==> src/rtl/mem_pkg.sv <==
// Shared types for the MEM-stage load/store unit: control word, size/branch
// encodings, fault codes and FSM states.
package mem_pkg;

    typedef enum logic [1:0] {SZ_B, SZ_H, SZ_W, SZ_D} size_e;

    typedef enum logic [2:0] {BR_EQ, BR_NE, BR_LT, BR_GE, BR_LTU, BR_GEU} br_e;

    typedef struct packed {
        logic  MemRead;
        logic  MemWrite;
        size_e Size;
        logic  Unsigned;
        logic  Branch;
        logic  Jump;
        br_e   BrType;
    } mem_ctrl_t;

    localparam logic [1:0] FLT_NONE     = 2'd0;
    localparam logic [1:0] FLT_MISALIGN = 2'd1;
    localparam logic [1:0] FLT_BUSERR   = 2'd2;
    localparam logic [1:0] FLT_TIMEOUT  = 2'd3;

    typedef enum logic [1:0] {ST_IDLE, ST_BUSY, ST_DONE} lsu_state_e;

endpackage

==> src/rtl/mem_lane_align.sv <==
// Byte-lane steering: misalignment check, byte enables, write replication and
// load shift/extension from the lane offset and access size.
module mem_lane_align
    import mem_pkg::*;
#(
    parameter int XLEN = 32
) (
    input  logic [$clog2(XLEN/8)-1:0] off,
    input  size_e                     size,
    input  logic                      is_unsigned,
    input  logic [XLEN-1:0]           wdata,
    input  logic [XLEN-1:0]           rdata,
    output logic                      misaligned,
    output logic [XLEN/8-1:0]         be,
    output logic [XLEN-1:0]           wdata_rep,
    output logic [XLEN-1:0]           rdata_ext
);
    localparam int NB = XLEN / 8;

    logic [NB-1:0]   base;
    logic [XLEN-1:0] sh;
    logic [XLEN-1:0] mask;
    logic            msb;

    assign sh = rdata >> {off, 3'b000};

    always_comb begin
        misaligned = 1'b0;
        base       = '1;
        wdata_rep  = wdata;
        mask       = '1;
        msb        = sh[XLEN-1];
        case (size)
            SZ_B: begin
                base      = NB'(1);
                wdata_rep = {NB{wdata[7:0]}};
                mask      = XLEN'(8'hFF);
                msb       = sh[7];
            end
            SZ_H: begin
                misaligned = off[0];
                base       = NB'(3);
                wdata_rep  = {(XLEN/16){wdata[15:0]}};
                mask       = XLEN'(16'hFFFF);
                msb        = sh[15];
            end
            SZ_W: begin
                misaligned = |off[1:0];
                base       = NB'(4'hF);
                wdata_rep  = {(XLEN/32){wdata[31:0]}};
                mask       = XLEN'(32'hFFFF_FFFF);
                msb        = sh[31];
            end
            default: begin
                // Doubleword has no legal placement on a 32-bit bus
                misaligned = (XLEN == 32) ? 1'b1 : |off;
            end
        endcase
        be        = base << off;
        rdata_ext = (sh & mask) | ((!is_unsigned && msb) ? ~mask : '0);
    end

endmodule

==> src/rtl/mem_lsu.sv <==
// MEM-stage load/store unit: registered req/ack bus master with lane steering,
// fault reporting and branch resolution. Optional bus timeout: MEM_TIMEOUT_EN.
module mem_lsu
    import mem_pkg::*;
#(
    parameter int XLEN        = 32,
    parameter int TIMEOUT_CYC = 64
) (
    input  logic              i_clk,
    input  logic              i_reset,
    input  logic              i_valid,
    input  logic [XLEN-1:0]   i_memAddr,
    input  logic [XLEN-1:0]   i_wrData,
    input  mem_ctrl_t         i_ctrlMEM,
    input  logic              i_zero,
    input  logic              i_lt,
    input  logic              i_ltu,
    output logic              o_PCSrc,
    output logic              o_stall,
    output logic              o_done,
    output logic [XLEN-1:0]   o_readData,
    output logic [1:0]        o_fault,
    output logic              o_bus_req,
    output logic              o_bus_we,
    output logic [XLEN-1:0]   o_bus_addr,
    output logic [XLEN/8-1:0] o_bus_be,
    output logic [XLEN-1:0]   o_bus_wdata,
    input  logic              i_bus_ack,
    input  logic              i_bus_err,
    input  logic [XLEN-1:0]   i_bus_rdata
);
    localparam int NB   = XLEN / 8;
    localparam int OFFW = $clog2(NB);

    lsu_state_e      state, nstate;
    logic            mem_op, req_mis, tmo, cond;
    logic [NB-1:0]   req_be;
    logic [XLEN-1:0] req_wdata, rsp_ext;

    logic [XLEN-1:0] addr_q, wdata_q, rd_q;
    logic [NB-1:0]   be_q;
    logic            we_q, uns_q;
    size_e           size_q;
    logic [1:0]      flt_q;

    logic [XLEN-1:0] req_ext_unused, rsp_wdata_unused;
    logic [NB-1:0]   rsp_be_unused;
    logic            rsp_mis_unused;

    mem_lane_align #(.XLEN(XLEN)) u_req_align (
        .off        (i_memAddr[OFFW-1:0]),
        .size       (i_ctrlMEM.Size),
        .is_unsigned(i_ctrlMEM.Unsigned),
        .wdata      (i_wrData),
        .rdata      ('0),
        .misaligned (req_mis),
        .be         (req_be),
        .wdata_rep  (req_wdata),
        .rdata_ext  (req_ext_unused)
    );

    mem_lane_align #(.XLEN(XLEN)) u_rsp_align (
        .off        (addr_q[OFFW-1:0]),
        .size       (size_q),
        .is_unsigned(uns_q),
        .wdata      (wdata_q),
        .rdata      (i_bus_rdata),
        .misaligned (rsp_mis_unused),
        .be         (rsp_be_unused),
        .wdata_rep  (rsp_wdata_unused),
        .rdata_ext  (rsp_ext)
    );

`ifdef MEM_TIMEOUT_EN
    localparam int CW = $clog2(TIMEOUT_CYC + 1);
    logic [CW-1:0] cnt;

    always_ff @(posedge i_clk or posedge i_reset) begin
        if (i_reset)               cnt <= '0;
        else if (state != ST_BUSY) cnt <= '0;
        else                       cnt <= cnt + 1'b1;
    end

    assign tmo = (cnt == CW'(TIMEOUT_CYC - 1));
`else
    localparam int TimeoutCycUnused = TIMEOUT_CYC;
    assign tmo = 1'b0;
`endif

    assign mem_op  = i_valid & (i_ctrlMEM.MemRead | i_ctrlMEM.MemWrite);
    assign o_stall = ((state == ST_IDLE) & mem_op) | (state == ST_BUSY);
    assign o_done  = (state == ST_DONE);

    assign o_bus_req   = (state == ST_BUSY);
    assign o_bus_we    = we_q;
    assign o_bus_addr  = {addr_q[XLEN-1:OFFW], OFFW'(0)};
    assign o_bus_be    = be_q;
    assign o_bus_wdata = wdata_q;
    assign o_readData  = rd_q;
    assign o_fault     = flt_q;

    always_comb begin
        cond = 1'b0;
        case (i_ctrlMEM.BrType)
            BR_EQ:   cond = i_zero;
            BR_NE:   cond = !i_zero;
            BR_LT:   cond = i_lt;
            BR_GE:   cond = !i_lt;
            BR_LTU:  cond = i_ltu;
            BR_GEU:  cond = !i_ltu;
            default: cond = 1'b0;
        endcase
        o_PCSrc = (i_ctrlMEM.Branch & cond) | i_ctrlMEM.Jump;
    end

    always_comb begin
        nstate = state;
        case (state)
            ST_IDLE: if (mem_op) nstate = req_mis ? ST_DONE : ST_BUSY;
            ST_BUSY: if (i_bus_ack | i_bus_err | tmo) nstate = ST_DONE;
            default: nstate = ST_IDLE;
        endcase
    end

    always_ff @(posedge i_clk or posedge i_reset) begin
        if (i_reset) begin
            state   <= ST_IDLE;
            addr_q  <= '0;
            wdata_q <= '0;
            be_q    <= '0;
            we_q    <= 1'b0;
            uns_q   <= 1'b0;
            size_q  <= SZ_B;
            rd_q    <= '0;
            flt_q   <= FLT_NONE;
        end else begin
            state <= nstate;
            if (state == ST_IDLE && mem_op) begin
                if (req_mis) begin
                    flt_q <= FLT_MISALIGN;
                    rd_q  <= '0;
                end else begin
                    addr_q  <= i_memAddr;
                    size_q  <= i_ctrlMEM.Size;
                    uns_q   <= i_ctrlMEM.Unsigned;
                    we_q    <= i_ctrlMEM.MemWrite;
                    be_q    <= req_be;
                    wdata_q <= req_wdata;
                end
            end else if (state == ST_BUSY) begin
                // Error takes priority over a simultaneous ack
                if (i_bus_err) begin
                    flt_q <= FLT_BUSERR;
                    rd_q  <= '0;
                end else if (i_bus_ack) begin
                    flt_q <= FLT_NONE;
                    rd_q  <= we_q ? '0 : rsp_ext;
                end else if (tmo) begin
                    flt_q <= FLT_TIMEOUT;
                    rd_q  <= '0;
                end
            end
        end
    end

endmodule

==> config.mk <==
export PLATFORM = sky130hd
export DESIGN_NAME = mem_lsu
export DESIGN_NICKNAME = d
export VERILOG_FILES = /design/src/rtl/mem_pkg.sv /design/src/rtl/mem_lane_align.sv /design/src/rtl/mem_lsu.sv
export SDC_FILE = /design/constraint.sdc
export NUM_CORES = 1
export LEC_CHECK = 0
export ABC_AREA = 1
export CAP_MARGIN = 20
export CORE_ASPECT_RATIO = 2
export CORE_MARGIN = 8
export CORE_UTILIZATION = 37
export CTS_BUF_LIST = sky130_fd_sc_hd__clkbuf_16
export CTS_CLUSTER_SIZE = 10
export DETAILED_ROUTE_END_ITERATION = 8
export PLACE_DENSITY = 0.7
export RECOVER_POWER = 50
export SYNTH_ARGS = -nofsm -noshare
export SYNTH_HDL_FRONTEND = slang
export SYNTH_SLANG_ARGS = --single-unit
==> constraint.sdc <==
create_clock -name i_clk -period 6.7 [get_ports i_clk]
set_input_delay 1.34 -clock i_clk [delete_from_list [all_inputs] [get_ports i_clk]]
set_output_delay 1.34 -clock i_clk [all_outputs]
set_load 0.02 [all_outputs]
---- Yosys cells after proc, flatten, opt, wreduce, memory -nomap -nowiden ----
Index checks and enable logic that the tools add are counted.
operators by class
  reduce and logical (&&, ||, !) cells .... 16
  bitwise logic cells ..................... 11
  shift-type cells ........................ 2
  equality and inequality tests ........... 13
  multiplexer cells ....................... 22
operators with widths
  cell                                                                   number
  32-bit two-way mux                                                     7
  32-bit case mux with 2 select lines                                    2
  32-bit AND                                                             1
  32-bit NOT                                                             1
  32-bit bitwise OR                                                      1
  32-bit by 5-bit right shift with 32-bit output                         1
  2-bit two-way mux                                                      8
  4-bit case mux with 2 select lines                                     1
  2-bit by 1-bit equality test with 1-bit output, second input constant  3
  3-bit by 2-bit equality test with 1-bit output, second input constant  2
  3-bit equality test, second input constant                             2
  2-bit logical NOT                                                      3
  1-bit case mux with 6 select lines                                     1
  2-bit equality test, second input constant                             2
  1-bit logical NOT                                                      4
  2-bit inequality test, second input constant                           2
  1-bit bitwise OR                                                       4
  2-bit case mux with 2 select lines                                     1
  2-bit AND reduction                                                    2
  4-bit by 2-bit << shifter with 4-bit output                            1
  1-bit AND                                                              3
  3-bit by 1-bit equality test with 1-bit output, second input constant  1
  3-bit logical NOT                                                      1
  1-bit case mux with 3 select lines                                     1
  other kinds (8)                                                        9
storage, ports and cells
  flip-flop bits (word level) ............. 108
  word-level logic and storage cells ...... 73

---- Longest topological paths before layout ----
Gate-level depths: netlist of the first run.
  word-level depth ........................ 10
  mapped depth ............................ 11
  mapped depth without buffers ............ 9

---- Modules after synthesis ----
Synthesis of the first run repeated with hierarchy kept, for this count alone.
second synthesis, totals
  cell total of the unflattened synthesis .. 1,189
  area, all modules ....................... 7,562.3 um2
by module, submodules not included
  module          cells an instance  area each (um2)  sequential area each (um2)  instances
  mem_lsu         663                5,192.5          2,702.6                     1
  mem_lane_align  263                1,184.9          0.0                         2

---- Worst setup path before layout of the first run ----
Ideal clock, no wire load.
  kind .................................... input port to output port
  start ................................... input port i_ltu
  end ..................................... output port o_PCSrc
  stages .................................. 4
  path slack .............................. 3.414 ns
  data required time ...................... 5.360 ns
  arrival time ............................ 1.946 ns
  cells stage by stage .................... a211o_1 -> o21ai_0 -> nand2_1 -> nand2_1
on the way
  cells in the longest elaborated chain, start to end .. 4
RTL lines
  element                               RTL line        RTL
  from (decl)                           mem_lsu.sv:17   input logic i_ltu,
  1-bit logical NOT                     mem_lsu.sv:110  BR_GEU: cond = !i_ltu;
  1-bit case mux with 6 select lines *  mem_lsu.sv:104  case (i_ctrlMEM.BrType)
  1-bit AND *                           mem_lsu.sv:113  o_PCSrc = (i_ctrlMEM.Branch & cond) | i_ctrlMEM.Jump;
  1-bit bitwise OR *                    mem_lsu.sv:113
  to (decl)                             mem_lsu.sv:18   output logic o_PCSrc,
Every way passes the cells marked *; elsewhere a longest branch is shown, timed or not.

---- Final worst setup path of the first run ----
  start ................................... input port i_ctrlMEM[1] in the netlist's numbering
  end ..................................... output port o_PCSrc
on the way
  cells in the longest elaborated chain, start to end .. 4
RTL lines
  element                                            RTL line        RTL
  from (decl)                                        mem_lsu.sv:14   input mem_ctrl_t i_ctrlMEM,
  3-bit equality test, or another cell as far along  mem_lsu.sv:104
  1-bit case mux with 6 select lines *               mem_lsu.sv:104
  1-bit AND *                                        mem_lsu.sv:113
  1-bit bitwise OR *                                 mem_lsu.sv:113
Marked as above.

==> results.toml, run 1 <==
[place]
place_area_um2 = 7592
gp_congestion = 0.9024
pre_cts_ws_ns = 2.410
portBuffers = 218
hpwl_um = 13920

[cts]
hold_buffers = 0
cts_htree_levels = 3
numCtsBuffers = 9
cts_sinks = 108
clk_pin_slew_ns = 0.08
cts_tree = "done"
cts_root_buf = "clkbuf_16"
cts_setup_buffers = 0
cts_resized = 0
clock_latency_ns = 0.35
clockBufferDepth = 2

[layout]
layout_common_cells = "nand2_1 (342), clkdlybuf4s50_1 (118), dfrtp_1 (108), dlygate4sd3_1 (100), nor2_1 (60)"
final_common_cell = "nand2_1"
fillers = 1540
antennaDiodeCount = 0
layout.nets = 1036
fin_area_um2 = 7885
syn_to_final_growth_pct = 41.05
ff_latch_area_um2 = 2703
multiInputGateArea_um2 = 2293
layout-drive-gt1-share_pct = 3.883

[synth]
syn_inst = 761
synthesis.area_um2 = 5590
synth_top_area_share_pct = 48.34
yosysSeqAreaShare_pct = 48.34
synth-edff-count = 0
async_flop_share_pct = 100.0
synth.distinct_cells = 27
avgSynthCellArea_um2 = 7.346
synth_flop_cell = "dfrtp_1"
yosysWarnings = 0
ys_top_cells_by_area = "dfrtp_1 (48%), nand2_1 (23%), buf_4 (4.7%), nand3_1 (4.0%), nor2_1 (4.0%)"
yosysTopAreaCell = "dfrtp_1"
synth_seq_cells = 108

[critical_path]
required_ns = 5.36
worstPathArrival_ns = 2.93
crit_start = "i_ctrlMEM[1]"
cp-end-kind = "output pin"
critPathMaxStageDelay_ns = 0.60
critPathKind = "in -> out"
cp_max_fo = 4
crit_buf_inv = 2
crit_chain = "clkdlybuf4s50_1 -> a211o_1 -> o21ai_0 -> nand2_1 -> nand2_1 -> clkdlybuf4s50_1"
r2r_slack_ns = 4.44
path_delay_family = "buffers and inverters"
crit_path_top_delay_cell = "clkdlybuf4s50_1"
startpoint_type = "primary input"
r2r_start = "addr_q[1]"

[die]
fp.dieH_um = 189.8
start_util_pct = 37.72
coreArea_um2 = 14820
die_x_um = 102.9
dieArea_um2 = 19540
ioPinCount = 221
rows = 63

[timing]
rsz0062_at_grt = "false"
worst_pin_slew_ns = 2.807
setup_tns_ns = 0
skew_ns = 0.009169
report.final.slew_viol_count = 63
post-route-min-period_ns = 4.273
finalSetupViolations = 0
timing.final.ws_setup_ns = 2.427
fin_crit_sh_pct = 63.78
max_freq_ghz = 0.2340
relSlewSlack_pct = -88.14
hold_viol_final = 0

[drt]
vias_per_cell = 4.710
ant_nets = 0
drt_iter0_markers = 143
drcViolationCount = 0
drt_pass1_iterations = 4
wl_um = 18220
wl_per_cell_um = 16.24
vias = 5285

[grt]
grt_pass1_wl_um = 28710
grt_pass1_vias = 5389
grt_max_degree = 73
grt_usage_pct = 19.22
grt-ovfl-total = 0
antenna_found_initial = 0

[run_status]
violations = "max-capacitance violations, max-slew violations"
outcome = "complete, but fails checks"

[hold_path]
hp-class = "reg -> reg"
min_from = "addr_q[23]"

[flow_run]
max_cap_viol_count = 1

[power_and_ir_drop]
vdd_ir_drop_max_mv = 0.1659
p_per_area_nw_per_um2 = 334.4
p_leak_nw = 3.877
## flip-flops by register name, indices dropped and copies added, names as in the netlist
| signal | count |
|---|---|
| size_q | 2 |
| o_fault | 2 |
| o_bus_be | 4 |
| o_bus_we | 1 |
| o_readData | 32 |
| addr_q | 32 |
| state | 2 |
| o_bus_wdata | 32 |
| uns_q | 1 |
## worst paths after layout
path / depth (start not counted) / to
setup reg to reg: 8 / o_readData[28]
hold / removal: 2 / addr_q[23]
max in group asynchronous: 3 / addr_q[29]
hold reg to reg: 2 / addr_q[23]
min in group asynchronous: 2 / addr_q[24]
setup / recovery: 6 / o_PCSrc
## logic make-up (layout without fill, tap and decap cells)
group / after synthesis / in the layout / share of synthesized area, %
flip-flops: 108 / 108 / 48.34
other: 1 / 2 / 0.06708
buffers and inverters: 107 / 272 / 10.74
AND/OR/NAND/NOR: 456 / 456 / 32.25
AO/OA/AOI/OAI: 89 / 89 / 8.594
## cells in the mapped netlist, types with 2 or more instances
cell,n
buf_2,28
nand3_1,45
buf_6,4
nand2_1,343
nor2_4,2
a21oi_1,12
o21a_1,3
o21ai_0,32
a31oi_1,7
buf_4,35
nor2_1,60
a22oi_1,3
o21ai_1,28
inv_1,26
dfrtp_1,108
nand2_2,4
clkbuf_1,8
inv_2,4
## stage by stage
step                      cells  util [%]  power [mW]  hold WS [ns]
after floorplan             762         -       1.705        0.4431
after global placement     1106     51.23       2.198        0.4528
after detailed placement   1106     51.23       2.210        0.4571
after CTS                  1122     53.22       2.754        0.4776
after global routing       1122     53.21       2.817        0.4847
final                      1122     53.21       2.637        0.4684
## power by group
part           internal [mW]  switching (mW)
Sequential             0.843           0.124
Combinational          0.461           0.681
Clock                  0.263           0.265
Total                   1.57            1.07
## routing by layer
layer | vias to the layer above | GRT usage (%) | part of all wire (%)
met3 | 41 | 4.467 | 5.7
met1 | 2415 | 19.41 | 34
met4 | 0 | 9.815 | 4.5
met2 | 152 | 35.01 | 56
met5 | - | 0 | 0
li1 | 2677 | - | -
## final cells by class
cell class | instances | area share, %
clock inverter | 7 | 0.8727
clock buffer | 9 | 2.856
multi-input combinational | 547 | 29.09
tap | 195 | 3.094
timing repair buffer | 224 | 28.25
sequential | 108 | 34.27
inverter | 32 | 1.571
## worst reg2reg max path: cells and delay by family, from the launching register on
family | cells | cell delay (ns)
buf+inv | 1 | 0.34
flops | 1 | 0.95
simple gates | 7 | 0.91
No activity file was read; power rests on OpenSTA's default activity.
==> run 2: changes to the inputs <==
==> constraint.sdc (replaced) <==
create_clock -name i_clk -period 4 [get_ports i_clk]
set_input_delay 0.8 -clock i_clk [delete_from_list [all_inputs] [get_ports i_clk]]
set_output_delay 0.8 -clock i_clk [all_outputs]
set_load 0.02 [all_outputs]
==> results.toml, run 2 (synthesized netlist as in run 1, its figures left out) <==
[critical_path]
critPathMaxStageDelay_ns = 0.60
crit_path_end = "o_PCSrc"
worstPathArrival_ns = 2.39
crit_buf_inv = 2
r2r_start = "state[0]"
critPathKind = "in -> out"
cp_max_fo = 4
r2r_slack_ns = 2.04
cp-end-kind = "output pin"
r2r_end = "o_bus_wdata[21]"
crit_start = "i_ctrlMEM[1]"
crit_cells = 6
path_delay_family = "buffers and inverters"
required_ns = 3.20
startpoint_type = "primary input"
r2r_cells = 6
crit_chain = "clkdlybuf4s50_1 -> a211o_1 -> o21ai_0 -> nand2_1 -> nand2_1 -> clkdlybuf4s50_1"
crit_path_top_delay_cell = "clkdlybuf4s50_1"

[place]
portBuffers = 218
placed_cells = 1110
hpwl_um = 14510
gp_congestion = 0.9142

[run_status]
outcome = "complete, but fails checks"
violations = "max-capacitance violations, max-slew violations"

[die]
coreArea_um2 = 14820
fp.dieH_um = 189.8
start_util_pct = 37.72
ioPinCount = 221
die_x_um = 102.9
rows = 63
dieArea_um2 = 19540

[layout]
final_common_cell = "nand2_1"
instances_no_fill = 1126
fillers = 1498
layout.nets = 1040
ff_latch_area_um2 = 2703
layout-drive-gt1-share_pct = 4.082
syn_to_final_growth_pct = 41.47
antennaDiodeCount = 0
multiInputGateArea_um2 = 2293
layout_common_cells = "nand2_1 (342), clkdlybuf4s50_1 (165), dfrtp_1 (108), nor2_1 (60), dlygate4sd3_1 (53)"

[cts]
cts_tree = "done"
cts_resized = 0
numCtsBuffers = 9
clk_pin_slew_ns = 0.08
cts_root_buf = "clkbuf_16"
hold_buffers = 0
clock_latency_ns = 0.34
cts_sinks = 108
cts_setup_buffers = 0
cts_htree_levels = 3
clockBufferDepth = 2

[power_and_ir_drop]
p_per_area_nw_per_um2 = 565.6
vdd_ir_drop_max_mv = 0.2646
p_leak_nw = 3.820

[timing]
rsz0062_at_grt = "false"
hold_viol_final = 0
max_freq_ghz = 0.3138
worst_pin_slew_ns = 1.633
report.final.slew_viol_count = 37
skew_ns = 0.01039
finalSetupViolations = 0
fin_crit_sh_pct = 79.68
relSlewSlack_pct = -9.476
setup_tns_ns = 0
post-route-min-period_ns = 3.187

[drt]
wl_met2_um = 10660
routed.top_layer = "met4"
drt_pass1_iterations = 4
wl_met3_um = 950
vias = 5317
ant_nets = 0
wl_met1_um = 6439
drt_iter0_markers = 202
drcViolationCount = 0
vias_per_cell = 4.722
wl_per_cell_um = 16.48
wl_um = 18560

[grt]
grt_pass1_wl_um = 29590
grt_pass1_vias = 5532
grt_max_degree = 73
antenna_found_initial = 0
grt-ovfl-total = 0
grt_usage_pct = 19.79

[flow_run]
max_cap_viol_count = 1

[hold_path]
hp-class = "reg -> reg"
run 2: power by group:
part	leakage (nW)	total [mW]	internal [mW]	switching, mW
Sequential	1.37	1.60	1.41	0.191
Clock	0.141	0.861	0.433	0.428
Combinational	2.31	2.01	0.834	1.17
Total	3.82	4.47	2.68	1.79
run 2: through the flow:
stage | utilization [%] | hold WS [ns] | total power, mW | area (µm²) | worst slack (ns)
3_3_place_gp | 51.52 | 0.4547 | 3.702 | 7635 | 0.8066
5_1_grt | 53.37 | 0.4986 | 4.777 | 7909 | 0.3717
4_1_cts | 53.44 | 0.4772 | 4.600 | 7920 | 0.8067
6_report | 53.37 | 0.4683 | 4.473 | 7909 | 0.8130
3_5_place_dp | 51.52 | 0.4574 | 3.720 | 7635 | 0.7969
2_1_floorplan | - | 0.4431 | 2.857 | 5594 | 0.3544
run 2: layout make-up:
| cell class | instances | share of cell area, % |
|---|---|---|
| sequential | 108 | 34.17 |
| clock inverter | 7 | 0.7594 |
| clock buffer | 9 | 2.848 |
| inverter | 32 | 1.566 |
| timing repair buffer | 228 | 28.57 |
| multi-input combinational | 547 | 29.00 |
| tap | 195 | 3.085 |
run 2: worst min path at each step:
| stage | from | to | slack [ns] | cells after the start |
|---|---|---|---|---|
| 4_1_cts | addr_q[28] | addr_q[28] | 0.48 | 2 |
| 6_report | addr_q[10] | addr_q[10] | 0.47 | 2 |
| 3_3_place_gp | addr_q[16] | addr_q[16] | 0.45 | 2 |
| 5_1_grt | addr_q[12] | addr_q[12] | 0.50 | 2 |
| 2_1_floorplan | addr_q[10] | addr_q[10] | 0.44 | 2 |
| 3_5_place_dp | addr_q[28] | addr_q[28] | 0.46 | 2 |
run 2: per-layer routing:
layer | vias to the layer above | global-route usage [%]
met5 | - | 0
met4 | 0 | 8.076
met3 | 30 | 3.881
met2 | 156 | 37.29
met1 | 2448 | 20.13
li1 | 2683 | -
run 2: worst register-to-register path, stage by stage (launching register included):
cell     delay [ns]
dfrtp_1        0.43
nor2_1         0.14
nand3_2        0.20
nor2_4         0.16
buf_4          0.56
o21ai_0        0.24
o21ai_1        0.16
==> run 3: changes to the inputs <==
--- a/config.mk
+++ b/config.mk
@@ -13,7 +13,7 @@
 export CTS_BUF_LIST = sky130_fd_sc_hd__clkbuf_16
 export CTS_CLUSTER_SIZE = 10
 export DETAILED_ROUTE_END_ITERATION = 8
-export PLACE_DENSITY = 0.7
+export PLACE_DENSITY = 0.73
 export RECOVER_POWER = 50
 export SYNTH_ARGS = -nofsm -noshare
 export SYNTH_HDL_FRONTEND = slang
==> constraint.sdc (replaced) <==
create_clock -name i_clk -period 2.6 [get_ports i_clk]
set_input_delay 0.52 -clock i_clk [delete_from_list [all_inputs] [get_ports i_clk]]
set_output_delay 0.52 -clock i_clk [all_outputs]
set_load 0.02 [all_outputs]
==> results.toml, run 3 (synthesized netlist as in run 1, its figures left out) <==
[timing]
report.final.slew_viol_count = 0
relSlewSlack_pct = 0.03354
finalSetupViolations = 0
worst_pin_slew_ns = 1.499
hold_viol_final = 0
post-route-min-period_ns = 2.402
timing.final.ws_setup_ns = 0.1978
rsz0062_at_grt = "false"
max_freq_ghz = 0.4163
fin_crit_sh_pct = 92.39
skew_ns = 0.006546

[flow_run]
max_cap_viol_count = 0

[cts]
clock_latency_ns = 0.35
clockBufferDepth = 2
cts_tree = "done"
numCtsBuffers = 9
cts_sinks = 108
cts_root_buf = "clkbuf_16"
clk_pin_slew_ns = 0.07
cts_htree_levels = 3
cts_setup_buffers = 0

[critical_path]
crit_chain = "clkdlybuf4s50_1 -> inv_1 -> nand2_1 -> nand3_2 -> nand2_1 -> clkdlybuf4s50_1"
r2r_cells = 7
crit_path_end = "o_stall"
worstPathArrival_ns = 1.88
startpoint_type = "primary input"
cp_max_fo = 2
r2r_end = "o_bus_be[3]"
r2r_start = "state[0]"
cp-end-kind = "output pin"
critPathMaxStageDelay_ns = 0.64
r2r_slack_ns = 0.73
crit_path_top_delay_cell = "clkdlybuf4s50_1"
critPathKind = "in -> out"
crit_cells = 6
crit_buf_inv = 3
crit_start = "i_ctrlMEM[8]"
required_ns = 2.08
path_delay_family = "buffers and inverters"

[layout]
layout-drive-gt1-share_pct = 4.487
layout_common_cells = "nand2_1 (343), clkdlybuf4s50_1 (172), dfrtp_1 (108), nor2_1 (61)"
final_common_cell = "nand2_1"
syn_to_final_growth_pct = 42.14
layout.nets = 1046
antennaDiodeCount = 0
instances_no_fill = 1131

[die]
ioPinCount = 221
fp.dieH_um = 189.8
rows = 63
die_x_um = 102.9
coreArea_um2 = 14820
start_util_pct = 37.72
dieArea_um2 = 19540

[drt]
vias = 5381
drcViolationCount = 0
vias_per_cell = 4.758
drt_pass1_iterations = 4
wl_per_cell_um = 16.39
routed.top_layer = "met5"
drt_iter0_markers = 209
wl_met3_um = 1011
wl_met1_um = 6309
wl_met2_um = 10210
ant_nets = 0
wl_um = 18540

[place]
placed_cells = 1116
portBuffers = 218
pre_cts_ws_ns = -0.07877
hpwl_um = 14130
gp_congestion = 0.8698

[grt]
grt_pass1_wl_um = 28950
antenna_found_initial = 1
grt_pass1_vias = 5571
grt-ovfl-total = 0
grt_max_degree = 109
grt_usage_pct = 19.57

[power_and_ir_drop]
vdd_ir_drop_max_mv = 0.6124
p_leak_nw = 3.828
p_per_area_nw_per_um2 = 863.8

[run_status]
outcome = "complete, no violations"

[hold_path]
hp-class = "reg -> reg"
min_from = "addr_q[9]"
-- run 3: cell types whose count changed in the layout (fill, tap and decap cells not counted), moves of 2 or more --
cell / before / now
clkbuf_1: 2 / 0
inv_8: 2 / 0
buf_4: 6 / 11
clkinv_4: 3 / 1
clkinvlp_4: 1 / 3
dlygate4sd3_1: 53 / 45
clkdlybuf4s50_1: 165 / 172
clkbuf_4: 0 / 2
-- run 3: timing repair --
item	4_1_cts	5_1_grt
hold buffers	0	0
hold endpoints to repair	0	0
setup endpoints to repair	1	0
gates resized for setup	1	0
-- run 3: metal layers --
metal	up-vias	track usage (%)
met4	2	12.56
met2	157	35.49
met3	46	4.357
met5	-	0
li1	2694	-
met1	2482	18.98
-- run 3: per-stage QoR --
stage | cell area, µm² | hold WS (ns) | total power, mW | TNS (ns) | util, %
detailed placement | 7719 | 0.4573 | 5.746 | -0.07877 | 52.09
floorplan | 5598 | 0.4431 | 4.395 | 0 | -
CTS | 7984 | 0.4753 | 7.056 | 0 | 53.88
global route | 7946 | 0.4875 | 7.297 | 0 | 53.62
finish | 7946 | 0.4673 | 6.864 | 0 | 53.62
global placement | 7719 | 0.4526 | 5.702 | -0.04260 | 52.09
-- run 3: area by class of cell --
class / instances / area, µm²
Sequential cell: 108 / 2703
Inverter: 32 / 126.4
Multi-Input combinational cell: 547 / 2283
Clock inverter: 6 / 41.29
Fill cell: 1488 / 6873
Tap cell: 195 / 244.0
Clock buffer: 9 / 225.2
Timing Repair Buffer: 234 / 2323
-- run 3: where the power goes --
group / switching (mW) / leakage (nW) / total (mW) / internal [mW]
Combinational: 1.81 / 2.33 / 3.12 / 1.31
Sequential: 0.289 / 1.37 / 2.46 / 2.17
Clock: 0.636 / 0.125 / 1.28 / 0.646
Total: 2.74 / 3.83 / 6.86 / 4.13
-- run 3: how the worst min path moves through the flow --
stage                 endpoint  slack (ns)  cells after the start
finish               addr_q[9]        0.47                      2
floorplan           addr_q[10]        0.44                      2
global route         addr_q[4]        0.49                      2
detailed placement  addr_q[11]        0.46                      2
global placement    addr_q[13]        0.45                      2
CTS                 addr_q[28]        0.48                      2
-- run 3: worst reg2reg max path: stages (launching register included) --
cell	delay [ns]
dfrtp_1	0.41
nor2_1	0.13
nand3_2	0.09
buf_4	0.16
nor2_1	0.29
clkbuf_2	0.40
o21ai_0	0.15
o21a_1	0.13
